File: config.mk
export PLATFORM = sky130hd
export DESIGN_NAME = dmem_arbiter
export DESIGN_NICKNAME = d
export VERILOG_FILES = /design/src/rtl/dmem_arb_pkg.sv /design/src/rtl/dmem_starve_cnt.sv /design/src/rtl/dmem_arbiter.sv
export SDC_FILE = /design/constraint.sdc
export NUM_CORES = 1
export LEC_CHECK = 0
export CORE_MARGIN = 3
export CORE_UTILIZATION = 32
export DETAILED_ROUTE_END_ITERATION = 10
export GPL_ROUTABILITY_DRIVEN = 0
export HOLD_SLACK_MARGIN = 0.15
export PLACE_DENSITY = 0.82
export SLEW_MARGIN = 15
export SYNTH_ARGS = -nofsm -noshare
export SYNTH_HDL_FRONTEND = slang
export SYNTH_SLANG_ARGS = --single-unit
File: constraint.sdc
create_clock -name clk -period 2.5 [get_ports clk]
set_input_delay 0.5 -clock clk [delete_from_list [all_inputs] [get_ports clk]]
set_output_delay 0.5 -clock clk [all_outputs]
set_load 0.01 [all_outputs]
File: src/rtl/dmem_arb_pkg.sv
// Shared widths, active-low SRAM control encodings and the request record
// used by both requesters of the data SRAM arbiter.
package dmem_arb_pkg;

  localparam int AW               = 7;
  localparam int DW               = 32;
  localparam int MAX_WAIT_DEFAULT = 4;

  // SRAM controls are all active low.
  localparam logic CEN_ON    = 1'b0;
  localparam logic CEN_OFF   = 1'b1;
  localparam logic WEN_WRITE = 1'b0;
  localparam logic WEN_READ  = 1'b1;
  localparam logic OEN_ON    = 1'b0;
  localparam logic OEN_OFF   = 1'b1;

  typedef struct packed {
    logic          we;
    logic [AW-1:0] addr;
    logic [DW-1:0] wdata;
  } mem_req_t;

endpackage

File: src/rtl/dmem_starve_cnt.sv
// Saturating count of consecutive cycles the host has been refused.
// force_grant rises once the host has waited MAX_WAIT cycles, which lets the
// host take the SRAM ahead of the core for one cycle.
module dmem_starve_cnt
  import dmem_arb_pkg::*;
#(
  parameter int MAX_WAIT = MAX_WAIT_DEFAULT
) (
  input  logic clk,
  input  logic rst_n,
  input  logic clr,
  input  logic inc,
  output logic force_grant
);

  localparam logic [3:0] MAX_CNT = 4'(MAX_WAIT);

  logic [3:0] wait_cnt_q;
  logic [3:0] wait_cnt_d;

  // Next count: clear wins over increment, increment stops at MAX_CNT.
  always_comb begin
    wait_cnt_d = wait_cnt_q;
    if (clr) begin
      wait_cnt_d = 4'd0;
    end else if (inc && (wait_cnt_q != MAX_CNT)) begin
      wait_cnt_d = wait_cnt_q + 4'd1;
    end
  end

  // Counter register with synchronous active-low reset.
  always_ff @(posedge clk) begin
    if (!rst_n) begin
      wait_cnt_q <= 4'd0;
    end else begin
      wait_cnt_q <= wait_cnt_d;
    end
  end

  assign force_grant = (wait_cnt_q == MAX_CNT);

endmodule

File: src/rtl/dmem_arbiter.sv
// Arbiter sharing the single-port data SRAM between the single-cycle core's
// load/store port and a host/loader port. The core normally wins so it gets
// same-cycle read data; a starved host eventually steals one cycle.
module dmem_arbiter
  import dmem_arb_pkg::*;
#(
  parameter int MAX_WAIT = MAX_WAIT_DEFAULT
) (
  input  logic          clk,
  input  logic          rst_n,
  input  logic          core_req,
  input  logic          core_we,
  input  logic [AW-1:0] core_addr,
  input  logic [DW-1:0] core_wdata,
  output logic [DW-1:0] core_rdata,
  output logic          core_stall,
  input  logic          host_valid,
  output logic          host_ready,
  input  logic          host_we,
  input  logic [AW-1:0] host_addr,
  input  logic [DW-1:0] host_wdata,
  output logic          host_rvalid,
  output logic [DW-1:0] host_rdata,
  output logic          mem_cen,
  output logic          mem_wen,
  output logic          mem_oen,
  output logic [AW-1:0] mem_a,
  output logic [DW-1:0] mem_d,
  input  logic [DW-1:0] mem_q
);

  mem_req_t core_req_s;
  mem_req_t host_req_s;
  mem_req_t win_req;
  logic     grant_core;
  logic     grant_host;
  logic     force_grant;
  logic     host_rvalid_q, host_rvalid_d;
  logic [DW-1:0] host_rdata_q, host_rdata_d;

  assign core_req_s = '{we: core_we, addr: core_addr, wdata: core_wdata};
  assign host_req_s = '{we: host_we, addr: host_addr, wdata: host_wdata};

  // Counts refused host cycles; a host waiting with no grant increments it.
  dmem_starve_cnt #(
    .MAX_WAIT (MAX_WAIT)
  ) u_starve_cnt (
    .clk         (clk),
    .rst_n       (rst_n),
    .clr         (!host_valid || host_ready),
    .inc         (host_valid && !host_ready),
    .force_grant (force_grant)
  );

  // Grant selection; nothing is granted while reset is held.
  always_comb begin
    grant_core = 1'b0;
    grant_host = 1'b0;
    core_stall = 1'b0;
    if (rst_n) begin
      if (force_grant && host_valid) begin
        grant_host = 1'b1;
        core_stall = core_req;
      end else if (core_req) begin
        grant_core = 1'b1;
      end else if (host_valid) begin
        grant_host = 1'b1;
      end
    end
  end

  assign host_ready = grant_host;

  // Drive the SRAM from the winner, or park it idle with zeroed buses.
  always_comb begin
    win_req = grant_host ? host_req_s : core_req_s;
    mem_cen = CEN_OFF;
    mem_wen = WEN_READ;
    mem_oen = OEN_OFF;
    mem_a   = '0;
    mem_d   = '0;
    if (grant_host || grant_core) begin
      mem_cen = CEN_ON;
      mem_wen = win_req.we ? WEN_WRITE : WEN_READ;
      mem_oen = win_req.we ? OEN_OFF : OEN_ON;
      mem_a   = win_req.addr;
      mem_d   = win_req.wdata;
    end
  end

  // The SRAM is clocked on the falling edge, so mem_q already holds this
  // cycle's read data by the next rising edge.
  assign core_rdata = mem_q;

  // Capture host read data on the accepting edge; rvalid is a one-cycle pulse.
  always_comb begin
    host_rvalid_d = grant_host && !host_we;
    host_rdata_d  = host_rvalid_d ? mem_q : host_rdata_q;
  end

  // Host read-return registers with synchronous active-low reset.
  always_ff @(posedge clk) begin
    if (!rst_n) begin
      host_rvalid_q <= 1'b0;
      host_rdata_q  <= '0;
    end else begin
      host_rvalid_q <= host_rvalid_d;
      host_rdata_q  <= host_rdata_d;
    end
  end

  assign host_rvalid = host_rvalid_q;
  assign host_rdata  = host_rdata_q;

endmodule

==> results.cfg <==
[status]
status = finished with violations
violations = setup timing

[sta]
slew_headroom = 0.635
rsz0062_at_grt = true
clock_skew_ns = 0.00991
worst_slew_pin_slew_ns = 0.548
fmax_ghz = 0.398
layout_setup_ws_ns = -0.0128
setup_viol = 12
finalCriticalPeriod_ns = 2.51
hold_viol_final = 0
fin_hold_ws_ns = 0.458
min_period_over_period = 1.01
final_max_slew_viol_count = 0

[yosys]
synth_edf_count = 0
synth_commonest_cells = inv_1 (78), nor2_1 (43), mux2_2 (39)
synth_compound_area_frac = 0.0219
synth_top_area_share = 0.288
ys_ff_latch = 37
muxShareOfSynthArea = 0.296
syn_area_um2 = 2570
synth_top_family_by_area = multiplexers
synthAdderAreaFrac = 0.00974
synth_area_per_cell_um2 = 7.90
synth-seq-area-share = 0.288
synth.most_common_cell = inv_1
synthDistinctLibCells = 24
synthFlopType = dfxtp_1
synth_area_leaders = dfxtp_1 (29%), mux2_2 (17%), mux2i_1 (12%)
synth_xor_area_frac = 0.00682
synth.net_count = 443
synthSimpleGateAreaFrac = 0.126
synth.largest_area_cell = dfxtp_1
syn_inst = 325
ys_warn_count = 0
synthArstFlopShare = 0

[drt]
drtPass1Iterations = 4
routed_wl_um = 10200
drt-initial-drc-count = 61
viasPerCell = 4.47
drcViolationCount = 0
final_antenna_net_count = 0
vias = 2827
wl_per_cell_um = 16.1

[grt]
grt_pass1_vias = 2705
grt_max_degree = 42
grt_pass1_wl_um = 13000
grt_use_total = 0.182
antenna_found_initial = 1
grt_overflow = 0

[die]
die_x_um = 95.6
rows = 32
die_y_um = 95.6
ios = 225
start_util = 0.331
core_um2 = 7770
die-area_um2 = 9140

[worst_setup_path]
setup.worst_path.class = reg -> out
r2r_start = u_starve_cnt.wait_cnt_q[1]$_SDFFE_PP0P_
cp_data_required_time_ns = 2.00
ff2ff_path_depth = 6
cp-start-kind = register
r2r-end = host_rdata[14]$_SDFFE_PN0P_
cp.arrival_ns = 2.01
rrSetupSlack_ns = 0.69
crit_fanout = 5
end_kind = output pin

[clocking]
htreeDepth = 2
cts_tree = yes
ctsLongestPathBuffers = 2
clock_latency_ns = 0.29
cts_sinks = 37
root_buffer = clkbuf_8
clk_pin_slew_ns = 0.07
numCtsBuffers = 5

[placed_design]
io_buffer_count = 224
hpwl_um = 7180

[run]
drv_cap = 0

[hold_path]
hp-class = reg -> reg
min_from = host_rdata[30]$_SDFFE_PN0P_
hold_end = host_rdata[30]$_SDFFE_PN0P_
min_path_cells = 2

[layout]
finish.utilization = 0.658
area_growth_pct = 99.0
nets = 646
drive_above_1_share = 0.219

[power]
pwr_density_cell_nw_per_um2 = 346
leakage_uw = 0.00258
peakVddDrop_uv = 326
## power breakdown
| group | total [µW] | switching [µW] | leakage [µW] | internal [µW] |
|---|---|---|---|---|
| logic | 676 | 245 | 0.00223 | 431 |
| registers | 619 | 9.87 | 0.000302 | 609 |
| clock network | 473 | 219 | 0.0000549 | 255 |
## logic make-up after synthesis
kind of cell | after synthesis
mux | 71
buf+inv | 126
xor+xnor | 2
fa+ha+maj | 2
simple gates | 81
compound gates | 6
flops | 37
## registers in the layout, indices dropped and copies added (netlist names)
register	count
host_rdata	32
host_rvalid	1
u_starve_cnt.wait_cnt_q	4
## what timing repair did
action / in CTS / in global routing
buffers inserted: 4 / 2
pin swaps: 1 / 2
gates resized for setup: 171 / 71
setup endpoints to repair: 43 / 41
endpoints found under the hold margin: 0 / 0
gates cloned: 2 / 3
hold buffers: 0 / 0
## stage by stage
step	instance area, µm²	power, µW	setup slack (ns)	TNS [ns]	instances
floorplan	2570	871	0.445	0	325
global placement	4700	1240	-0.474	-18.00	613
detailed placement	4700	1240	-0.476	-18.46	613
CTS	4720	1690	-0.0570	-0.667	627
global route	5110	1850	-0.113	-2.72	632
finish	5110	1770	-0.0128	-0.0788	632
## layout make-up
cell class              instances  area (µm²)
diodes                          1        2.50
clock buffers                   7        96.3
clock inverters                 1        8.76
fillers                       600        2660
inverters                      78         293
multi-input cells             162        1310
flip-flops and latches         37         743
well taps                     102         128
repair buffers                244        2530
## placed cells by master (no fill, tap or decap), types with 2 or more instances in the layout
master,netlist,final
buf_12,0,6
buf_2,4,10
buf_4,37,9
buf_6,4,32
clkbuf_16,0,3
clkbuf_8,0,7
clkdlybuf4s50_1,0,179
dfxtp_1,37,35
dfxtp_2,0,2
dlygate4sd2_1,0,4
inv_1,78,76
inv_2,0,2
mux2_2,39,8
mux2_4,0,31
mux2i_1,32,32
nand2_1,32,32
nand3_1,2,2
nor2_1,43,43
## critical path, cell delays in order (launching register included)
cell and delay [ns]:
dfxtp_2 0.34, inv_2 0.07, ha_4 0.12, nand3b_1 0.15, a21boi_4 0.23, buf_12 0.13, buf_12 0.12, clkbuf_16 0.15
mux2_4 0.31, buf_6 0.12
## routing by layer
layer	track usage	up-vias	routed length [µm]
li1	-	1359	-
met1	0.184	1296	3550
met2	0.333	151	5130
met3	0.0750	21	1240
met4	0.0616	0	261
met5	0	-	0
## worst max-delay path by stage
| stage | cells after the start | slack [ns] | start | endpoint |
|---|---|---|---|---|
| after detailed placement | 6 | -0.48 | host_valid | mem_d[13] |
| after global placement | 6 | -0.47 | host_valid | mem_d[13] |
| after CTS | 8 | -0.06 | u_starve_cnt.wait_cnt_q[1]$_SDFFE_PP0P_ | mem_a[6] |
| after global routing | 9 | -0.11 | u_starve_cnt.wait_cnt_q[1]$_SDFFE_PP0P_ | mem_d[30] |
| after floorplan | 5 | 0.44 | rst_n | mem_a[0] |
| final | 9 | -0.01 | u_starve_cnt.wait_cnt_q[1]$_SDFFE_PP0P_ | mem_d[30] |
No activity file was read; power rests on OpenSTA's default activity.
